<file path="config.mk">
export PLATFORM = sky130hd
export DESIGN_NAME = mem_responder_flat
export DESIGN_NICKNAME = d
export VERILOG_FILES = /design/src/rtl/mem_responder_if.sv /design/src/rtl/mem_responder.sv /design/src/flat_wrapper.sv
export SDC_FILE = /design/constraint.sdc
export NUM_CORES = 2
export LEC_CHECK = 0
export ABC_AREA = 1
export BUFFER_PORTS_ARGS = -buffer_cell sky130_fd_sc_hd__buf_2
export CELL_PAD_IN_SITES_DETAIL_PLACEMENT = 1
export CELL_PAD_IN_SITES_GLOBAL_PLACEMENT = 1
export CORE_MARGIN = 2
export CORE_UTILIZATION = 40
export DETAILED_ROUTE_END_ITERATION = 16
export PLACE_DENSITY_LB_ADDON = 0.25
export SYNTH_ARGS = -nofsm -noshare
export SYNTH_HDL_FRONTEND = slang
export SYNTH_SLANG_ARGS = --single-unit
</file>
<file path="constraint.sdc">
create_clock -name clk -period 8.5 [get_ports clk]
set_input_delay 0.85 -clock clk [delete_from_list [all_inputs] [get_ports clk]]
set_output_delay 0.85 -clock clk [all_outputs]
set_load 0.005 [all_outputs]
</file>
<file path="src/rtl/mem_responder_if.sv">
`default_nettype none
// ============================================================================
// Module      : mem_responder_if
// Description : Request/response bundle between an initiator and the
//               mem_responder memory model.
//   req   - request strobe from the initiator
//   we    - 1 = store, 0 = load
//   addr  - byte address
//   wdata - store data
//   ready - one-cycle response pulse
//   rdata - load data, valid while ready=1
//   err   - request rejected, valid while ready=1
//   pass  - sticky completion flag
// Revision    : 1.0 - initial release
// ============================================================================
interface mem_responder_if;
  logic        req;
  logic        we;
  logic [31:0] addr;
  logic [31:0] wdata;
  logic        ready;
  logic [31:0] rdata;
  logic        err;
  logic        pass;

  modport master (
    output req, we, addr, wdata,
    input  ready, rdata, err, pass
  );

  modport slave (
    input  req, we, addr, wdata,
    output ready, rdata, err, pass
  );
endinterface
`default_nettype wire

</file>
<file path="src/rtl/mem_responder.sv">
`default_nettype none
// ============================================================================
// Module      : mem_responder
// Description : Single-outstanding-request memory responder. Accepts a
//               load/store in IDLE, waits WAIT cycles, then issues a
//               one-cycle registered response. Stores commit on the edge
//               that ends the response cycle. A store of PASS_DATA to
//               PASS_ADDR sets a sticky pass flag.
//   clk   - clock, rising edge
//   reset - asynchronous, active-low reset
//   bus   - request/response bundle (slave side)
// Parameters  : DEPTH (words, power of two 4..1024), WAIT (0..15),
//               PASS_ADDR, PASS_DATA
// Revision    : 1.0 - initial release
// ============================================================================
module mem_responder #(
  parameter int unsigned DEPTH     = 64,
  parameter int unsigned WAIT      = 2,
  parameter logic [31:0] PASS_ADDR = 32'd84,
  parameter logic [31:0] PASS_DATA = 32'h07001111
) (
  input  wire logic         clk,
  input  wire logic         reset,
  mem_responder_if.slave    bus
);

  localparam int unsigned c_idx_w = $clog2(DEPTH);
  localparam logic [31:0] c_limit = 32'(DEPTH * 4);
  localparam logic [3:0]  c_wait  = 4'(WAIT);

  typedef enum logic [1:0] {
    S_IDLE    = 2'd0,
    S_WAITING = 2'd1,
    S_RESP    = 2'd2
  } state_t;

  state_t       r_state;
  logic [3:0]   r_cnt;
  logic         r_we;
  logic [31:0]  r_addr;
  logic [31:0]  r_wdata;
  logic         r_ready;
  logic         r_err;
  logic [31:0]  r_rdata;
  logic         r_pass;

  logic [31:0]  r_mem [DEPTH];

  // Request fields used to build the response. The response is registered
  // on the edge entering RESP; with WAIT=0 that is the accepting edge, so the
  // live inputs are used while still in IDLE, otherwise the latched copy.
  logic               w_sel_we;
  logic [31:0]        w_sel_addr;
  logic               w_valid;
  logic [c_idx_w-1:0] w_idx;
  logic [31:0]        w_rd_word;
  logic               w_commit;
  logic [c_idx_w-1:0] w_commit_idx;

  always_comb begin
    w_sel_we   = r_we;
    w_sel_addr = r_addr;
    if (r_state == S_IDLE) begin
      w_sel_we   = bus.we;
      w_sel_addr = bus.addr;
    end
  end

  assign w_valid   = (w_sel_addr[1:0] == 2'b00) && (w_sel_addr < c_limit);
  assign w_idx     = w_sel_addr[c_idx_w+1:2];
  assign w_rd_word = r_mem[w_idx];

  // In RESP, r_err already holds the validity verdict of the latched address,
  // so a rejected store never reaches the array or the pass detector. Reset
  // forces r_state to IDLE asynchronously, which also blocks the commit.
  assign w_commit     = (r_state == S_RESP) && r_we && !r_err;
  assign w_commit_idx = r_addr[c_idx_w+1:2];

  always_ff @(posedge clk or negedge reset) begin
    if (!reset) begin
      r_state <= S_IDLE;
      r_cnt   <= 4'd0;
      r_we    <= 1'b0;
      r_addr  <= 32'd0;
      r_wdata <= 32'd0;
      r_ready <= 1'b0;
      r_err   <= 1'b0;
      r_rdata <= 32'd0;
      r_pass  <= 1'b0;
    end else begin
      case (r_state)
        S_IDLE: begin
          r_ready <= 1'b0;
          r_err   <= 1'b0;
          r_rdata <= 32'd0;
          if (bus.req) begin
            r_we    <= bus.we;
            r_addr  <= bus.addr;
            r_wdata <= bus.wdata;
            if (WAIT == 0) begin
              r_state <= S_RESP;
              r_cnt   <= 4'd0;
              r_ready <= 1'b1;
              r_err   <= !w_valid;
              r_rdata <= (w_valid && !w_sel_we) ? w_rd_word : 32'd0;
            end else begin
              r_state <= S_WAITING;
              r_cnt   <= c_wait;
            end
          end
        end

        S_WAITING: begin
          r_cnt <= r_cnt - 4'd1;
          if (r_cnt == 4'd1) begin
            r_state <= S_RESP;
            r_ready <= 1'b1;
            r_err   <= !w_valid;
            r_rdata <= (w_valid && !w_sel_we) ? w_rd_word : 32'd0;
          end
        end

        S_RESP: begin
          r_state <= S_IDLE;
          r_ready <= 1'b0;
          r_err   <= 1'b0;
          r_rdata <= 32'd0;
          if (w_commit && (r_addr == PASS_ADDR) && (r_wdata == PASS_DATA)) begin
            r_pass <= 1'b1;
          end
        end

        default: begin
          r_state <= S_IDLE;
        end
      endcase
    end
  end

  // Store contents are intentionally not reset.
  always_ff @(posedge clk) begin
    if (w_commit) begin
      r_mem[w_commit_idx] <= r_wdata;
    end
  end

  assign bus.ready = r_ready;
  assign bus.err   = r_err;
  assign bus.rdata = r_rdata;
  assign bus.pass  = r_pass;

endmodule
`default_nettype wire

</file>
<file path="src/flat_wrapper.sv">
// flat-port wrapper written by rule: the top's interface ports become plain ports
module mem_responder_flat 
#(
  parameter int unsigned DEPTH     = 64,
  parameter int unsigned WAIT      = 2,
  parameter logic [31:0] PASS_ADDR = 32'd84,
  parameter logic [31:0] PASS_DATA = 32'h07001111
)
  (clk, reset, bus_req, bus_we, bus_addr, bus_wdata, bus_ready, bus_rdata, bus_err, bus_pass);
  mem_responder_if bus_i ();
  input  wire logic clk;
  input  wire logic reset;
  input wire logic [$bits(bus_i.req)-1:0] bus_req;
  input wire logic [$bits(bus_i.we)-1:0] bus_we;
  input wire logic [$bits(bus_i.addr)-1:0] bus_addr;
  input wire logic [$bits(bus_i.wdata)-1:0] bus_wdata;
  output wire logic [$bits(bus_i.ready)-1:0] bus_ready;
  output wire logic [$bits(bus_i.rdata)-1:0] bus_rdata;
  output wire logic [$bits(bus_i.err)-1:0] bus_err;
  output wire logic [$bits(bus_i.pass)-1:0] bus_pass;
  assign bus_i.req = bus_req;
  assign bus_i.we = bus_we;
  assign bus_i.addr = bus_addr;
  assign bus_i.wdata = bus_wdata;
  assign bus_ready = bus_i.ready;
  assign bus_rdata = bus_i.rdata;
  assign bus_err = bus_i.err;
  assign bus_pass = bus_i.pass;
  mem_responder #(.DEPTH(DEPTH), .WAIT(WAIT), .PASS_ADDR(PASS_ADDR), .PASS_DATA(PASS_DATA)) u_core (.clk(clk), .reset(reset), .bus(bus_i));
endmodule
</file>
==> impl_summary.md <==
Outcome
The run finished with clean final reports.

Pwr
The cell-internal power is 0.0220 W. The power density over the cells is 395 nW/µm². The highest ir drop seen on vdd is 0.834 mV. Of the total power, registers draw 0.348.

The leakage power summed over all cells is 33.7 nW. The portion of total power attributed to combinational logic is 0.406. The total power is 0.0385 W. Of the total power, the share spent switching nets is 0.427.

The switching power of the nets is 0.0164 W. The clock share of power is 0.246.

Die
The die covers 221000 µm². The die outline width is 470 µm. For this configuration, the core starts out at a cell density of 0.403. The total area inside the core boundary comes to 215000 µm². In this run the core area contains 170 standard-cell rows. The floorplan die height is 470 µm. Pin placement for this block handled 103 I/O pins.

Yosys
The cell accounting for the most synthesized area is edfxtp_1. The number of flip-flops and latches in the synthesized netlist is 2154. The number of standard cells after synthesis is 7169. For this run, asynchronously set or reset flops after synthesis account for 0.0492. By count the netlist is led by nand3_1 (2250), edfxtp_1 (2048), nand2_1 (2006). The number of synthesis warnings is 0. The synthesized design contains 2048 enable-type register cells.

The cell area after synthesis is 86800 µm². The fraction of post-synthesis cell area in the top cell type by area is 0.709. The sequential cell area fraction in the yosys report is 0.739.

The number of distinct library cells after synthesis is 32. The leading register cell type out of synthesis is edfxtp_1. Sorting the synthesized cells by area gives the leading types as edfxtp_1 (71%), nand3_1 (13%), nand2_1 (8.7%). The average instance area after synthesis is 12.1 µm². The net count of the mapped netlist is 7239. The most frequent cell after synthesis is nand3_1.

STA
The worst path needs 5330 ps of the cycle, external delays included. The final-report max-slew violation count was 0. The max-slew headroom at the worst pin is 0.248. The achievable clock frequency is 188 MHz. Dividing the final minimum period by the clock period gives 0.627. Setup repair after global routing left no endpoint under its margin. The count of final hold-check violations is 0. The transition at the pin with the smallest max-transition slack is 1130 ps. On the final layout, the worst clock skew is 50.4 ps. The final setup violation count is 0. The setup total negative slack is 0 ps.

GRT
The pin count of the biggest net entering global routing is 172. The final global-route overflow total is 0. The number of antenna violations at the first check in global routing was 7.

In the global route stage, overall resource usage came out at 0.263. The number of global-route vias before repair came to 61.2k. The wire length of the first global-routing pass is 426 mm.

Placed design
The total of buffers placed on input and output ports is 102. The last weighted congestion value of the routability-driven placer is 0.794. The detailed placer's ending HPWL is 146 mm.

Clock tree
Hold repair after CTS inserted 0 buffers. TritonCTS built the clock tree. At the later pin of the worst-skew pair, clock insertion delay measures 880 ps. The number of setup buffers added after CTS is 0.

The number of CTS-inserted buffers is 221. The clock passes through at most 3 buffers. The quantity of gates resized following cts is 0.

After clock tree synthesis, the clock-pin slew on the worst setup and hold paths is 70 ps. CTS placed an instance of clkbuf_16 at the clock tree root. The clock drives 2154 sinks. The H-tree level count is 4.

Setup path
The data arrival time of the worst path is 6140 ps. The worst path required time is 9310 ps. The critical path endpoint category is a flip-flop. The worst setup path is launched from a flip-flop. The highest fanout seen on the critical path is 146. By startpoint and endpoint, the worst setup path is classified as flip-flop to flip-flop.

Flow run
The max capacitance violation total is 0.

Routing
After the first detailed-routing iteration, the DRC count stood at 5853. Dividing the detail-routed via count by the number of cells gives 5.80. Wires add up to 295 mm. The final routed DRC violation total is 0.

Detailed routing inserted a total of 59.1k vias. The number of optimization iterations in the first detailed-route pass is 5. After detailed routing, the average wire length per cell comes to 28.9 µm. In this run the remaining antenna-violating nets after routing total 0.

Final layout
The final layout contains 7227 nets. The area growth from synthesis to layout is 12.1%. In the final layout, the share of cells above drive strength 1 is 0.0920.

Min path
The class of the tightest hold or removal check is input pin to asynchronous set/reset pin.
[layer usage]
layer / global-route usage / vias up / routed length [µm]
met2: 0.453 / 2002 / 146000
li1: - / 25700 / -
met3: 0.0307 / 482 / 16000
met1: 0.338 / 30900 / 120000
met5: 0 / - / 0
met4: 0.103 / 0 / 12100
[worst max-delay path: stages, from the launching register on]
cell and delay [ps]:
dfrtp_1 510, nor2_8 450, nand2_8 470, nand2_8 870, buf_12 500, buf_4 700, nand2_1 130, nand3_1 130
nand3_1 90, nand3_1 150, nand3_1 130, nand3_1 490, nand3_1 200, nand2_1 110
[metrics by stage]
step / worst slack [ps] / std cells / hold slack [ps] / utilization / instance area [µm²]
after floorplan: 5110 / 7169 / 450 / - / 86800
after global placement: 3340 / 9772 / 455 / 0.420 / 90300
after detailed placement: 3300 / 9772 / 458 / 0.420 / 90300
after CTS: 3270 / 10200 / 56.9 / 0.452 / 97300
after global routing: 2930 / 10200 / 123 / 0.452 / 97300
final: 3170 / 10200 / 72.3 / 0.452 / 97300
[worst paths after layout]
kind	startpoint	to	slack, ps	cells after the start
setup / recovery	u_core.r_state[0]$_DFFE_PN0P_	u_core.bus.rdata[26]$_DFFE_PN0P_	3170	13
hold / removal	reset	u_core.r_addr[29]$_DFFE_PN0P_	70	1
max in group asynchronous	reset	u_core.bus.rdata[29]$_DFFE_PN0P_	6840	2
hold reg to reg	u_core.bus.pass$_DFFE_PN0P_	u_core.bus.pass$_DFFE_PN0P_	470	1
setup reg to reg	u_core.r_state[0]$_DFFE_PN0P_	u_core.bus.rdata[26]$_DFFE_PN0P_	3170	13
min in group clk	bus_wdata[25]	u_core.r_wdata[25]$_DFFE_PN0P_	180	3
[layout by cell type, fill, tap and decap left out, types with 3 or more instances in the layout]
| master | Yosys | layout |
|---|---|---|
| nor2_1 | 81 | 16 |
| bufinv_16 | 0 | 10 |
| diode_2 | 0 | 6 |
| nor4_1 | 9 | 9 |
| o21ai_4 | 0 | 6 |
| dfrtp_2 | 0 | 32 |
| inv_16 | 0 | 7 |
| edfxtp_1 | 2048 | 2048 |
| buf_2 | 255 | 101 |
| buf_12 | 0 | 18 |
| nand2_8 | 0 | 4 |
| inv_2 | 3 | 4 |
| nand4_1 | 12 | 12 |
| buf_4 | 85 | 133 |
| clkbuf_8 | 0 | 15 |
| inv_6 | 0 | 3 |
| inv_1 | 72 | 69 |
| o21ai_0 | 58 | 58 |
| clkinv_2 | 0 | 40 |
| nand3_1 | 2250 | 2250 |
| nor2_4 | 0 | 65 |
| nand2_1 | 2006 | 2006 |
| dfrtp_1 | 106 | 74 |
| clkinv_1 | 0 | 46 |
| nor3_1 | 10 | 9 |
| clkbuf_16 | 0 | 223 |
| clkbuf_1 | 107 | 68 |
[state kept, by name, summed over array words and instances (netlist names), 2 cells and up]
signal,flops
u_core.r_addr,32
u_core.r_mem,2048
u_core.bus.rdata,32
u_core.r_wdata,32
u_core.r_state,2
u_core.r_cnt,4
[power groups by stage]
stage	Clock, W	Combinational (W)	Sequential [W]
2_1_floorplan	0	0.00884	0.0142
3_3_place_gp	0	0.0152	0.0136
3_5_place_dp	0	0.0155	0.0136
4_1_cts	0.00959	0.0156	0.0134
5_1_grt	0.00998	0.0168	0.0134
6_report	0.00947	0.0156	0.0134
[kinds of logic (layout without fill, tap and decap cells)]
| kind of cell | count (synthesis) | count (layout) | synth area share |
|---|---|---|---|
| buf+inv | 562 | 744 | 0.0324 |
| mux | 1 | 1 | 0.000115 |
| other cells | 0 | 6 | 0 |
| fa+ha+maj | 2 | 2 | 0.000288 |
| xor+xnor | 1 | 1 | 0.000101 |
| flops | 2154 | 2154 | 0.739 |
| simple gates | 4380 | 4380 | 0.223 |
| compound gates | 69 | 69 | 0.00421 |
[layout make-up]
class | instances | area, µm²
fillers | 22200 | 118000
flip-flops and latches | 2154 | 64200
multi-input cells | 4453 | 20400
clock buffers | 306 | 6040
well taps | 2838 | 3550
repair buffers | 252 | 1860
clock inverters | 111 | 941
inverters | 75 | 294
diodes | 6 | 15.0
Power figures use the tool's default switching activity.
